`config.mk`:
```
export PLATFORM = sky130hd
export DESIGN_NAME = regfile_sb
export DESIGN_NICKNAME = d
export VERILOG_FILES = /design/src/rtl/regfile_sb.sv
export SDC_FILE = /design/constraint.sdc
export NUM_CORES = 2
export LEC_CHECK = 0
export BUFFER_PORTS_ARGS = -buffer_cell sky130_fd_sc_hd__clkbuf_2
export CORE_ASPECT_RATIO = 1.1
export CORE_MARGIN = 3
export CORE_UTILIZATION = 55
export CTS_CLUSTER_DIAMETER = 40
export CTS_CLUSTER_SIZE = 14
export DETAILED_ROUTE_END_ITERATION = 10
export GPL_ROUTABILITY_DRIVEN = 0
export PLACE_DENSITY = 0.72
export SETUP_SLACK_MARGIN = 0.5
export SLEW_MARGIN = 20
export SYNTH_ARGS = -nofsm -noshare
export SYNTH_HDL_FRONTEND = slang
export SYNTH_SLANG_ARGS = --single-unit
```
`constraint.sdc`:
```
create_clock -name clk -period 10.2 [get_ports clk]
set_clock_uncertainty 0.05 [all_clocks]
set_input_delay 3.06 -clock clk [delete_from_list [all_inputs] [get_ports clk]]
set_output_delay 3.06 -clock clk [all_outputs]
set_load 0.02 [all_outputs]
```
`src/rtl/regfile_sb.sv`:
```
// regfile_sb: multi-port register file with write-through bypass and pending-write scoreboard
module regfile_sb #(
  parameter int WORD_W = 32,
  parameter int NREGS = 32,
  parameter int NRD = 2,
  parameter int NWR = 2,
  localparam int AW = $clog2(NREGS)
) (
  input  logic                  clk,
  input  logic                  nrst,
  input  logic [NRD*AW-1:0]     rsel,
  output logic [NRD*WORD_W-1:0] rdat,
  output logic [NRD-1:0]        rbusy,
  input  logic [NWR-1:0]        wen,
  input  logic [NWR*AW-1:0]     wsel,
  input  logic [NWR*WORD_W-1:0] wdat,
  input  logic                  rsv_en,
  input  logic [AW-1:0]         rsv_sel,
  output logic                  rsv_ready,
  input  logic                  flush,
  output logic [NREGS-1:0]      busy_vec
);
  logic [WORD_W-1:0] regs [NREGS];
  logic [NREGS-1:0] busy, clr, busy_nxt;
  logic [NWR-1:0] wv;
  always_comb begin
    wv = '0;
    clr = '0;
    for (int j = 0; j < NWR; j++) begin
      wv[j] = wen[j] && wsel[j*AW +: AW] != '0;
      if (wv[j]) clr[wsel[j*AW +: AW]] = 1'b1;
    end
  end
  for (genvar i = 0; i < NRD; i++) begin : g_rd
    logic [AW-1:0] r;
    logic [WORD_W-1:0] d;
    assign r = rsel[i*AW +: AW];
    always_comb begin
      d = r == '0 ? '0 : regs[r];
      for (int j = 0; j < NWR; j++)
        if (wv[j] && wsel[j*AW +: AW] == r) d = wdat[j*WORD_W +: WORD_W];
    end
    assign rdat[i*WORD_W +: WORD_W] = d;
    assign rbusy[i] = busy[r] & ~clr[r];
  end
  assign rsv_ready = rsv_sel == '0 || !busy[rsv_sel] || clr[rsv_sel];
  always_comb begin
    busy_nxt = flush ? '0 : busy & ~clr;
    if (rsv_en && rsv_ready && !flush && rsv_sel != '0) busy_nxt[rsv_sel] = 1'b1;
  end
  always_ff @(posedge clk)
    if (!nrst) busy <= '0;
    else busy <= busy_nxt;
  always_ff @(posedge clk)
    if (!nrst) for (int r = 0; r < NREGS; r++) regs[r] <= '0;
    else for (int j = 0; j < NWR; j++)
      if (wv[j]) regs[wsel[j*AW +: AW]] <= wdat[j*WORD_W +: WORD_W];
  assign busy_vec = busy;
endmodule

```
# ---- After elaboration in Yosys (flattened, before gate mapping)
# Memories as Yosys holds them, arrays and structs flattened.
# Cells that the tools add are included.
dict set report word_totals {
  out_inout_bits 99
  n_memories 1
  in_bits 95
  ram_bits 1024
  ff_bits 32
  word_cells 87
}
dict set report classes {
  bitwise_logic 8
  n_eq_ne 4
  n_reduce_logical 24
  muxes 41
  n_lt_le_gt_ge 8
}
# name depth width read_ports rd_ports_with_merged_regs wr line
set memory_table {}
lappend memory_table {regs 32 32 2 0 32 23} ;# logic [WORD_W-1:0] regs [NREGS];
# op n
set op_table {}
lappend op_table {{$mux W32} 12}
lappend op_table {{$or A32 B32 Y32} 2}
lappend op_table {{$reduce_or A32 Y1} 2}
lappend op_table {{$and A32 B32 Y32} 1}
lappend op_table {{$not A32 Y32} 1}
lappend op_table {{$bmux W1 S5} 6}
lappend op_table {{$lt A5 B6 Y1 const B} 5}
lappend op_table {{$eq A5 B5 Y1} 4}
lappend op_table {{$mux W1} 18}
lappend op_table {{$demux W1 S5} 3}
lappend op_table {{$ge A5 B1 Y1 const B} 3}
lappend op_table {{$logic_not A5 Y1} 3}
lappend op_table {{$reduce_bool A5 Y1} 3}
lappend op_table {{$logic_and A1 B1 Y1} 12}
lappend op_table {{$mux W5} 2}
lappend op_table {{$and A1 B1 Y1} 2}
lappend op_table {{$logic_not A1 Y1} 2}
lappend op_table {{$logic_or A1 B1 Y1} 2}
lappend op_table {{$not A1 Y1} 2}

# ---- Depth between registers and ports, before layout
dict set report depth {
  depth_word 14
  depth_mapped 10
  ltp_nobuf 7
}

# ---- Worst setup path before layout
# OpenSTA, ideal clock, no wires.
dict set report synth_path {
  path_kind {input -> output}
  startpoint {input rsel[6]}
  endpoint {output rdat[58]}
  arrival_ns 5.298
  path_slack_ns 1.792
  stages 8
  path_cell_list {clkbuf_1 clkbuf_1 buf_1 mux4_2 mux4_2 mux2_2 a22oi_1 a21oi_1}
}
dict set report synth_between {
  elab_chain_len 4
  elab_cells_between_ends 9
}
# item line
set synth_lines {}
lappend synth_lines {{from (decl)} 11} ;# input logic [NRD*AW-1:0] rsel,
lappend synth_lines {{$mem_v2 Z32 W32 (tied with other cells)} -}
lappend synth_lines {{$mux W32 or $logic_and A1 B1 Y1 (tied branches)} {39, 41}}
lappend synth_lines {{$mux W32} 41} ;# if (wv[j] && wsel[j*AW +: AW] == r) d = wdat[j*WORD_W +: WORD_W];
lappend synth_lines {{$mux W32 *} 41}
lappend synth_lines {{to (decl)} 12} ;# output logic [NRD*WORD_W-1:0] rdat,
# Mark *: on every way between the ends. The rest lies on a longest branch, timed or not.

# ---- Worst setup path after layout
dict set report layout_path {
  startpoint {input wsel[2]}
  endpoint {output rdat[21]}
}
dict set report layout_between {
  elab_chain_len 5
  elab_cells_between_ends 6
}
# item line
set layout_lines {}
lappend layout_lines {{from (decl)} 15} ;# input logic [NWR*AW-1:0] wsel,
lappend layout_lines {{$reduce_bool A5 Y1} 30} ;# wv[j] = wen[j] && wsel[j*AW +: AW] != '0;
lappend layout_lines {{$logic_and A1 B1 Y1} 30}
lappend layout_lines {{$logic_and A1 B1 Y1 *} 41}
lappend layout_lines {{$mux W32 * (2 in a row)} 41}
# Marked as above.

==> results.sh <==
export IMPL_regArea_um2=31400
export IMPL_clk_pin_slew_ns=0.05
export IMPL_swShare_pct=26.0
export IMPL_cts_root_buffer="clkbuf_16"
export IMPL_grt_use_total_pct=40.6
export IMPL_viasPerCell=8.42
export IMPL_postSynth_asyncResetShare_pct=0
export IMPL_grt_pass1_wl_um=338000
export IMPL_h_tree_depth=4
export IMPL_syn2layout_area_growth_pct=12.4
export IMPL_reg2reg_from="busy_vec[31]$_SDFF_PN0_"
export IMPL_min_period_ns=9.32
export IMPL_postLayoutCoreUtil_pct=62.5
export IMPL_whs_path_depth=2
export IMPL_crit_top_cell="clkbuf_2"
export IMPL_cellLeakagePower_nw=23.7
export IMPL_critPathTopFamily="simple AND/OR/NAND/NOR gates"
export IMPL_num_rows=129
export IMPL_synth_top_cell_area_share_pct=49.1
export IMPL_multi_input_area_um2=29200
export IMPL_dp_hpwl_um=132000
export IMPL_mappedNetlistArea_um2=62600
export IMPL_min_from="busy_vec[18]$_SDFF_PN0_"
export IMPL_nets=4136
export IMPL_wl_per_cell_um=42.7
export IMPL_coreArea_um2=113000
export IMPL_worstPathArrival_ns=6.21
export IMPL_max_stage_delay_ns=0.70
export IMPL_overflow=0
export IMPL_status="finished clean"
export IMPL_finalWirelength_um=242000
export IMPL_fmax_mhz=107
export IMPL_cts_tree="done"
export IMPL_synth_edff_count=1024
export IMPL_ctsHoldBuffers=0
export IMPL_dieArea_um2=118000
export IMPL_period_share_pct=91.4
export IMPL_synth_area_top_cells="edfxtp_1, mux4_2, a22o_1, clkbuf_1, mux2_2"
export IMPL_finalSetupViolCount=0
export IMPL_ys_ff_latch=1056
export IMPL_timing_setup_tns_ns=0
export IMPL_timing_rr_end="busy_vec[31]$_SDFF_PN0_"
export IMPL_layout_drive_gt1_share_pct=35.5
export IMPL_power_frac_comb_pct=13.9
export IMPL_drt_iter0_drc=9365
export IMPL_yosysWarningCount=0
export IMPL_relSlewSlack_pct=15.5
export IMPL_path_cells="clkbuf_2 -> or3_1 -> o21ai_1 -> nor4_2 -> buf_4 -> a22oi_1 -> a21oi_1 -> clkbuf_2"
export IMPL_crit_required_ns=7.09
export IMPL_antenna_found_initial=14
export IMPL_synth_cell_types=69
export IMPL_postPlaceCellArea_um2=65400
export IMPL_synth_ff_type="edfxtp_1"
export IMPL_ff2ff_path_depth=8
export IMPL_start_util_pct=55.6
export IMPL_netlist_instances=4162
export IMPL_cts_buffers=144
export IMPL_regToRegSetupSlack_ns=7.98
export IMPL_fp_dieW_um=328
export IMPL_clkPwrFrac_pct=43.6
export IMPL_clk_path_buf_depth=3
export IMPL_pre_cts_slack_ns=1.11
export IMPL_ys_seq_area_share_pct=50.1
export IMPL_grt_max_degree=71
export IMPL_slowest_stage="nor4_2"
export IMPL_switching_power_mw=3.16
export IMPL_cts_setup_buffers=0
export IMPL_die_y_um=360
export IMPL_rsz0062_at_grt="no"
export IMPL_layout_setup_ws_ns=0.880
export IMPL_vias=47773
export IMPL_avgSynthCellArea_um2=15.0
export IMPL_cts_sinks=1056
export IMPL_finalHoldViolCount=0
export IMPL_yosys_area_top_type="edfxtp_1"
export IMPL_cts_resized=0
export IMPL_slew_violations=0
export IMPL_num_fill_cells=8084
export IMPL_grt_pass1_vias=46315
export IMPL_maxCapViolCount=0
export IMPL_hold_path_class="register to register"
export IMPL_end_kind="primary output"
export IMPL_path_class="input pin to primary output"
export IMPL_critPathMaxFanout=20
export IMPL_first_pass_iters=7
export IMPL_crit_buf_inv=3
export IMPL_p_seq_share_pct=42.6
export IMPL_ir_drop_mv=0.126
export IMPL_min_to="busy_vec[18]$_SDFF_PN0_"
export IMPL_power_density_nw_per_um2=172
export IMPL_drc=0
export IMPL_clk_latency_ns=0.76
export IMPL_final_area_um2=70400
export IMPL_worst_pin_slew_ns=1.26
export IMPL_io_pins=194
export IMPL_port_buffers=193
export IMPL_intPower_mw=8.98
export IMPL_start_kind="input pin"
export IMPL_ant_nets=0
-- tightest hold or removal path, delay by kind of cell (launching register included) --
kind            cells  cell delay, ns
flops               1            0.34
compound gates      1            0.05
simple gates        1            0.07
-- through the flow --
step / total power [mW] / instances / hold slack, ns
after detailed placement: 6.88 / 5400 / 0.448
after global placement: 6.84 / 5400 / 0.443
after floorplan: 6.31 / 4193 / 0.510
final: 12.1 / 5672 / 0.458
after CTS: 12.1 / 5661 / 0.456
after global routing: 12.4 / 5664 / 0.489
-- power by group through the flow --
stage                     registers [mW]  clock network [mW]  logic [mW]
after floorplan                     5.19                   0        1.12
after global placement              5.22                   0        1.62
after detailed placement            5.24                   0        1.63
after CTS                           5.16                5.27        1.64
after global routing                5.19                5.46        1.73
final                               5.17                5.29        1.68
-- how the worst max path moves through the flow --
stage	from	end	slack (ns)	cells after the start
floorplan	rsel[6]	rdat[58]	1.79	8
detailed placement	wsel[2]	rdat[21]	1.11	8
global route	wsel[2]	rdat[21]	0.87	8
global placement	rsel[5]	rdat[52]	1.16	9
finish	wsel[2]	rdat[21]	0.88	8
CTS	wsel[2]	rdat[21]	1.09	8
-- cell families (layout without fill, tap and decap cells) --
kind of cell	Yosys count	after routing	share of synthesized area (%)
simple gates	358	358	2.97
xor+xnor	24	24	0.336
other cells	1	42	0.00599
flops	1056	1056	50.1
buf+inv	707	670	4.60
mux	743	743	25.1
compound gates	1273	1273	16.9
-- cell usage in the layout, fill, tap and decap left out, types with 18 or more instances in the layout --
master     count
edfxtp_1    1024
a22o_1       993
mux4_2       654
clkbuf_2     185
buf_4        179
clkbuf_16    147
a22oi_1       88
nor2_1        86
nand3_1       73
a21oi_1       73
mux2_2        66
nor3_2        33
dfxtp_1       32
conb_1        32
nand2_1       30
nand2_2       28
buf_12        28
inv_6         26
mux2i_1       23
bufinv_16     23
a211oi_4      22
o21ai_1       20
clkinv_2      18
-- sequential cells by signal, indices dropped and copies added (netlist names) --
| register | cells |
|---|---|
| regs | 1024 |
| busy_vec | 32 |
-- Yosys cell counts (8+ instances only) --
cell type,count
inv_1,8
xor2_1,11
buf_4,15
o221ai_1,11
o22ai_1,16
nand4_1,11
edfxtp_1,1024
o21ai_0,8
o21ai_1,20
buf_2,91
buf_1,83
mux2i_1,23
a22oi_1,88
clkbuf_1,499
a21oi_1,75
nand3b_1,8
xnor2_1,13
mux4_2,654
mux2_2,66
a211oi_1,22
nand2_1,59
nor3_1,40
a22o_1,993
nand2b_1,8
dfxtp_1,32
nand3_1,75
nor2_1,92
nor2b_1,9
-- per-layer routing --
| layer | vias to the layer above | GRT usage, % | share of wire [%] |
|---|---|---|---|
| li1 | 17510 | - | - |
| met1 | 23639 | 49.1 | 30 |
| met2 | 5155 | 59.8 | 44 |
| met3 | 1457 | 15.7 | 17 |
| met4 | 12 | 28.9 | 8.8 |
| met5 | - | 1.13 | 0.10 |
-- cell type report --
class	count	area share [%]
Antenna cell	10	0.0356
Clock buffer	159	5.29
Clock inverter	102	1.78
Inverter	10	0.0693
Multi-Input combinational cell	2430	41.4
Sequential cell	1056	44.6
Tap cell	1506	2.68
Timing Repair Buffer	399	4.13
(Power assumes the default switching activity.)
